--- src/rtl/coherence_directory.sv ---
// coherence_directory
//   MSI directory controller. Holds a per-block state (Uncached/Shared/Modified)
//   and a sharer vector for NUM_PROCS processors. It serialises processor requests
//   one at a time, emits Invalidate / Fetch / FetchInvalidate / Reply messages over
//   a valid/ready channel, then writes the updated entry back and pulses Done.
// Ports
//   Clock, Reset_n                 clock, asynchronous active-low reset
//   ReqValid/ReqReady/ReqType/ReqProc/ReqAddr   request channel (accepted in IDLE)
//   MsgValid/MsgReady/MsgType/MsgDest/MsgAddr   outgoing message channel
//   AckValid/AckProc               data-return ack from the owner after a fetch
//   Done/DoneErr/DoneState/DoneShr retire pulse with the final entry contents
module coherence_directory #(
  parameter int NUM_PROCS = 4,
  parameter int PID_W     = 2,
  parameter int ADDR_W    = 4
) (
  input  logic                 Clock,
  input  logic                 Reset_n,
  input  logic                 ReqValid,
  output logic                 ReqReady,
  input  logic [1:0]           ReqType,
  input  logic [PID_W-1:0]     ReqProc,
  input  logic [ADDR_W-1:0]    ReqAddr,
  output logic                 MsgValid,
  input  logic                 MsgReady,
  output logic [2:0]           MsgType,
  output logic [PID_W-1:0]     MsgDest,
  output logic [ADDR_W-1:0]    MsgAddr,
  input  logic                 AckValid,
  input  logic [PID_W-1:0]     AckProc,
  output logic                 Done,
  output logic                 DoneErr,
  output logic [1:0]           DoneState,
  output logic [NUM_PROCS-1:0] DoneShr
);

  localparam int DEPTH = 1 << ADDR_W;

  localparam logic [1:0] REQ_RM  = 2'b00;
  localparam logic [1:0] REQ_WM  = 2'b01;
  localparam logic [1:0] REQ_WB  = 2'b10;
  localparam logic [1:0] REQ_UPG = 2'b11;

  localparam logic [2:0] MSG_NADA  = 3'b000;
  localparam logic [2:0] MSG_INV   = 3'b011;
  localparam logic [2:0] MSG_FETCH = 3'b100;
  localparam logic [2:0] MSG_REPLY = 3'b101;
  localparam logic [2:0] MSG_FINV  = 3'b110;

  typedef enum logic [2:0] {
    S_IDLE, S_DECIDE, S_INVAL, S_FETCH, S_WAIT_ACK, S_REPLY, S_UPDATE
  } state_e;

  typedef enum logic [1:0] {
    DIR_U = 2'b00, DIR_S = 2'b01, DIR_M = 2'b10
  } dir_e;

  state_e               state_q;
  dir_e                 dir_st_q  [DEPTH];
  logic [NUM_PROCS-1:0] dir_shr_q [DEPTH];

  logic [1:0]           type_q;
  logic [PID_W-1:0]     proc_q;
  logic [ADDR_W-1:0]    addr_q;
  logic [PID_W-1:0]     owner_q;
  logic [NUM_PROCS-1:0] inv_q;
  dir_e                 nst_q;
  logic [NUM_PROCS-1:0] nshr_q;
  logic                 err_q;

  logic                 ReqReady_q, MsgValid_q, Done_q, DoneErr_q;
  logic [2:0]           MsgType_q;
  logic [PID_W-1:0]     MsgDest_q;
  logic [ADDR_W-1:0]    MsgAddr_q;
  logic [1:0]           DoneState_q;
  logic [NUM_PROCS-1:0] DoneShr_q;

  // Decision for the latched request against the current entry.
  dir_e                 cur_st;
  logic [NUM_PROCS-1:0] cur_shr, pbit;
  logic [PID_W-1:0]     dec_owner;
  dir_e                 st_d;
  logic [NUM_PROCS-1:0] shr_d, inv_d;
  logic                 err_d, fetch_d, finv_d, reply_d;

  function automatic logic [PID_W-1:0] lowest_idx(input logic [NUM_PROCS-1:0] v);
    logic found;
    lowest_idx = '0;
    found      = 1'b0;
    for (int unsigned i = 0; i < NUM_PROCS; i++) begin
      if (v[i] && !found) begin
        lowest_idx = PID_W'(i);
        found      = 1'b1;
      end
    end
  endfunction

  always_comb begin
    cur_st    = dir_st_q[addr_q];
    cur_shr   = dir_shr_q[addr_q];
    pbit      = NUM_PROCS'(1) << proc_q;
    dec_owner = lowest_idx(cur_shr);
    st_d      = cur_st;
    shr_d     = cur_shr;
    inv_d     = '0;
    err_d     = 1'b0;
    fetch_d   = 1'b0;
    finv_d    = 1'b0;
    reply_d   = 1'b1;
    case (type_q)
      REQ_RM: begin
        case (cur_st)
          DIR_S: begin st_d = DIR_S; shr_d = cur_shr | pbit; end
          DIR_M: begin
            if (dec_owner != proc_q) begin
              fetch_d = 1'b1;
              st_d    = DIR_S;
              shr_d   = cur_shr | pbit;
            end else begin
              st_d  = DIR_M;
              shr_d = pbit;
            end
          end
          default: begin st_d = DIR_S; shr_d = pbit; end
        endcase
      end
      REQ_WM, REQ_UPG: begin
        // Upgrade from a non-sharer behaves exactly like WriteMiss, so both
        // collapse to "invalidate every other sharer".
        st_d  = DIR_M;
        shr_d = pbit;
        if (cur_st == DIR_S) begin
          inv_d = cur_shr & ~pbit;
        end else if (cur_st == DIR_M && dec_owner != proc_q) begin
          fetch_d = 1'b1;
          finv_d  = 1'b1;
        end
      end
      default: begin  // REQ_WB
        reply_d = 1'b0;
        if (cur_st == DIR_M && dec_owner == proc_q) begin
          st_d  = DIR_U;
          shr_d = '0;
        end else begin
          err_d = 1'b1;
        end
      end
    endcase
  end

  always_ff @(posedge Clock or negedge Reset_n) begin
    if (!Reset_n) begin
      state_q     <= S_IDLE;
      for (int unsigned i = 0; i < DEPTH; i++) begin
        dir_st_q[i]  <= DIR_U;
        dir_shr_q[i] <= '0;
      end
      type_q      <= REQ_RM;
      proc_q      <= '0;
      addr_q      <= '0;
      owner_q     <= '0;
      inv_q       <= '0;
      nst_q       <= DIR_U;
      nshr_q      <= '0;
      err_q       <= 1'b0;
      ReqReady_q  <= 1'b1;
      MsgValid_q  <= 1'b0;
      MsgType_q   <= MSG_NADA;
      MsgDest_q   <= '0;
      MsgAddr_q   <= '0;
      Done_q      <= 1'b0;
      DoneErr_q   <= 1'b0;
      DoneState_q <= '0;
      DoneShr_q   <= '0;
    end else begin
      Done_q <= 1'b0;
      case (state_q)
        S_IDLE: begin
          if (ReqValid) begin
            type_q     <= ReqType;
            proc_q     <= ReqProc;
            addr_q     <= ReqAddr;
            ReqReady_q <= 1'b0;
            state_q    <= S_DECIDE;
          end
        end
        S_DECIDE: begin
          nst_q   <= st_d;
          nshr_q  <= shr_d;
          err_q   <= err_d;
          owner_q <= dec_owner;
          MsgAddr_q <= addr_q;
          if (inv_d != '0) begin
            MsgValid_q <= 1'b1;
            MsgType_q  <= MSG_INV;
            MsgDest_q  <= lowest_idx(inv_d);
            inv_q      <= inv_d & ~(NUM_PROCS'(1) << lowest_idx(inv_d));
            state_q    <= S_INVAL;
          end else if (fetch_d) begin
            MsgValid_q <= 1'b1;
            MsgType_q  <= finv_d ? MSG_FINV : MSG_FETCH;
            MsgDest_q  <= dec_owner;
            state_q    <= S_FETCH;
          end else if (reply_d) begin
            MsgValid_q <= 1'b1;
            MsgType_q  <= MSG_REPLY;
            MsgDest_q  <= proc_q;
            state_q    <= S_REPLY;
          end else begin
            state_q <= S_UPDATE;
          end
        end
        S_INVAL: begin
          // The next message is loaded on the same edge that consumes the
          // current one, so invalidates go out back-to-back.
          if (MsgReady) begin
            if (inv_q != '0) begin
              MsgDest_q <= lowest_idx(inv_q);
              inv_q     <= inv_q & ~(NUM_PROCS'(1) << lowest_idx(inv_q));
            end else begin
              MsgType_q <= MSG_REPLY;
              MsgDest_q <= proc_q;
              state_q   <= S_REPLY;
            end
          end
        end
        S_FETCH: begin
          if (MsgReady) begin
            MsgValid_q <= 1'b0;
            MsgType_q  <= MSG_NADA;
            state_q    <= S_WAIT_ACK;
          end
        end
        S_WAIT_ACK: begin
          if (AckValid && AckProc == owner_q) begin
            MsgValid_q <= 1'b1;
            MsgType_q  <= MSG_REPLY;
            MsgDest_q  <= proc_q;
            state_q    <= S_REPLY;
          end
        end
        S_REPLY: begin
          if (MsgReady) begin
            MsgValid_q <= 1'b0;
            MsgType_q  <= MSG_NADA;
            state_q    <= S_UPDATE;
          end
        end
        S_UPDATE: begin
          if (!err_q) begin
            dir_st_q[addr_q]  <= nst_q;
            dir_shr_q[addr_q] <= nshr_q;
          end
          Done_q      <= 1'b1;
          DoneErr_q   <= err_q;
          DoneState_q <= nst_q;
          DoneShr_q   <= nshr_q;
          ReqReady_q  <= 1'b1;
          state_q     <= S_IDLE;
        end
        default: state_q <= S_IDLE;
      endcase
    end
  end

  assign ReqReady  = ReqReady_q;
  assign MsgValid  = MsgValid_q;
  assign MsgType   = MsgType_q;
  assign MsgDest   = MsgDest_q;
  assign MsgAddr   = MsgAddr_q;
  assign Done      = Done_q;
  assign DoneErr   = DoneErr_q;
  assign DoneState = DoneState_q;
  assign DoneShr   = DoneShr_q;

endmodule
--- config.mk ---
export PLATFORM = sky130hd
export DESIGN_NAME = coherence_directory
export DESIGN_NICKNAME = d
export VERILOG_FILES = /design/src/rtl/coherence_directory.sv
export SDC_FILE = /design/constraint.sdc
export NUM_CORES = 1
export LEC_CHECK = 0
export CAP_MARGIN = 10
export CORE_UTILIZATION = 43
export CTS_CLUSTER_SIZE = 25
export DETAILED_ROUTE_END_ITERATION = 7
export GPL_ROUTABILITY_DRIVEN = 0
export PLACE_DENSITY = 0.62
export SYNTH_ARGS = -nofsm -noshare
export SYNTH_HDL_FRONTEND = slang
export SYNTH_SLANG_ARGS = --single-unit
--- constraint.sdc ---
create_clock -name Clock -period 6.1 [get_ports Clock]
set_input_delay 1.22 -clock Clock [delete_from_list [all_inputs] [get_ports Clock]]
set_output_delay 1.22 -clock Clock [all_outputs]
set_load 0.02 [all_outputs]
==> impl_metrics.ini <==
[synthesis]
synthTopCellsByCount = 138 x dfrtp_1, 109 x mux2_2, 72 x nand2_1
synth_cell_type_count = 66
ys_ff_latch = 139
synth-seq-area-share_pct = 49.38
synth_area_per_cell_um2 = 12.26
synth.cell_area_um2 = 7047
async_reset_ff_share_pct = 100.0
synth_largest_area_cell = dfrtp_1
synthCells = 575
synth.most_common_cell = dfrtp_1
yosysWarnings = 0
syn-num-nets = 592
synth_enable_flop_cells = 0
synthFlopType = dfrtp_1
synth_top_area_share_pct = 49.01
synthTopCellsByArea = dfrtp_1 49%, mux2_2 17%, mux4_2 4.2%, nand2_1 3.8%, mux4_1 3.7%

[worst_setup_path]
r2r_start = addr_q[0]
r2r_cells = 10
r2r-end = MsgType[2]
critPathRequiredTime_ns = 6.40
cpMostUsedCell = mux4_2
slowest_stage = dfrtp_1
cp-end-kind = register
rrSetupSlack_ns = 2.12
endpoint = MsgType[2]
cp.arrival_ns = 4.28
start_kind = register
slowest_delay_ns = 0.99
critPathKind = register to register
crit_path_start = addr_q[0]
crit_chain = buf_4, mux4_2, mux4_2, inv_1, ha_1, and2_2, nand3_1, o21ai_1, o21ai_0, mux2_2
path_max_fanout = 18

[cts]
cts-buffers-inserted = 17
cts_setup_buffers = 0
clock_path_buffers = 2
clk_latency_ns = 0.43
cts.repair.resized = 0
htree_levels = 4
clkTransAtPathRegs_ns = 0.05
cts.sinks = 139
cts_tree = yes
postCtsHoldBufs = 0
cts-root-buf = clkbuf_16

[sta]
worst-slew-pin-transition_ns = 1.152
max_freq_mhz = 251.5
skew_ns = 0.009172
final-setup-viol-count = 0
fin_crit_sh_pct = 65.17
period_minus_slack_ns = 3.976
rsz0062_at_grt = false
drv_slew = 0
timing.slew.headroom_pct = 22.61
setup-tns-final_ns = 0
hold_viol_final = 0

[floorplanning]
chipHeight_um = 130.0
core_um2 = 15940
die_x_um = 130.0
fp-row-count = 46
dieArea_um2 = 16900
initial_core_util_pct = 44.20
io_pins = 34

[final_layout]
area_delta_synth_final_pct = 14.33
n_fill_cell = 1387
register_area_um2 = 3480
stdcell_count = 827
multiInputGateArea_um2 = 3301
nNetsFinal = 615
drive_gt1_share_pct = 28.31
diodes = 0

[routing]
first_pass_iters = 7
drtAntennaViolNets = 0
wl_um = 16700
wl_per_cell_um = 20.19
drt_iter0_markers = 381
viasPerCell = 5.700
drc = 0
via_count = 4714

[power]
p_comb_share_pct = 38.5
p_sw_share_pct = 38.45
netSwitchingPower_w = 0.001702
p_clk_share_pct = 23.4
p_leak_nw = 3.707
pwr-share-seq_pct = 38.1
internal-power_w = 0.002725
powerDensity_nw_per_um2 = 549.5
vdd_drop_max_v = 0.0002608

[place]
portBuffers = 33
dp_hpwl_um = 11310
dp_cells = 795

[run]
maxCapViolations = 0

[run_status]
status = complete, no violations

[min_path]
hold_path.class = register to register

[global_route]
grt_pass1_wl_um = 26830
antenna_found_initial = 0
grt_max_degree = 103
grt_pass1_vias = 4940
track_usage_pct = 21.55
grt_overflow = 0
## per-stage QoR
stage          utilization, %  setup WS (ns)  instance area [µm²]  hold WS [ns]  total power [W]
2_1_floorplan               -          2.555                 7047        0.4696         0.002904
3_3_place_gp            46.85          2.212                 7468        0.4653         0.003323
6_report                50.53          2.124                 8056        0.4749         0.004427
5_1_grt                 50.53          1.876                 8056        0.4956         0.004695
3_5_place_dp            46.85          2.090                 7468        0.4697         0.003393
4_1_cts                 50.53          2.074                 8056        0.4820         0.004448
## worst max-delay path, delay by kind of cell, from the launching register on
family / cells / cell delay, ns
compound gates: 2 / 0.48
fa+ha+maj: 1 / 0.20
buf+inv: 2 / 0.49
flops: 1 / 0.99
mux: 3 / 1.32
simple gates: 2 / 0.38
## placed cells by master (no fill, tap or decap), types with 4 or more instances in the layout
cell type,netlist,routed
dfrtp_1,138,138
mux2_2,109,109
nand2_1,72,72
clkdlybuf4s50_1,0,32
o21ai_0,27,27
nor2_1,25,25
clkbuf_16,0,17
inv_1,14,14
mux2i_1,14,14
mux4_2,13,13
a21oi_1,10,10
mux4_1,10,10
nand3_1,8,8
nor3_1,7,7
a31oi_1,6,6
clkbuf_1,22,6
and3_1,5,5
nor2b_1,5,5
o21ai_1,5,5
nor4_1,5,5
and2b_2,4,4
a211oi_1,4,4
## state kept, by name (all words and copies together), names as in the netlist, 3 cells and up
signal     count
nshr_q         4
MsgType        3
state_q        3
dir_shr_q     64
addr_q         4
inv_q          4
MsgAddr        4
dir_st_q      32
DoneShr        4
## per-layer routing
metal	wire length [µm]	part of all wire (%)	track usage [%]
met1	7385	44	27.28
met4	425	2.5	9.166
met2	8126	49	35.04
met5	0	0	0
met3	764	4.6	5.658
## final cells by class
type / instances / area share (%)
Sequential cell: 139 / 43.19
Multi-Input combinational cell: 387 / 40.97
Clock buffer: 23 / 5.560
Timing Repair Buffer: 36 / 4.395
Tap cell: 216 / 3.355
Clock inverter: 9 / 1.739
Inverter: 17 / 0.7920
## worst min path at each step
stage / from / to / slack, ns / cells after the start
floorplan: owner_q[1] / owner_q[1] / 0.47 / 2
global placement: DoneState[0] / DoneState[0] / 0.47 / 2
detailed placement: MsgAddr[2] / MsgAddr[2] / 0.47 / 2
CTS: MsgAddr[2] / MsgAddr[2] / 0.48 / 2
global route: ReqReady / ReqReady / 0.50 / 2
finish: MsgAddr[2] / MsgAddr[2] / 0.47 / 2
## power by group through the flow
stage	clock network (W)	registers, W	logic [W]
after floorplan	0	0.00151	0.00139
after detailed placement	0	0.00170	0.00170
after global placement	0	0.00167	0.00165
after global routing	0.00109	0.00174	0.00186
final	0.00104	0.00169	0.00170
after CTS	0.00106	0.00168	0.00170
## kinds of logic (layout without fill, tap and decap cells)
kind of cell / count (synthesis) / count (layout) / synth area share, %
xor gates and xnor gates: 3 / 3 / 0.3729
DFF: 139 / 139 / 49.38
buffers and inverters: 49 / 85 / 3.782
and+or+nand+nor: 145 / 145 / 9.606
muxes: 147 / 147 / 27.50
AOI/OAI and AO/OA: 90 / 90 / 9.003
adders and majority gates: 2 / 2 / 0.3551
Power figures use the tool's default switching activity.
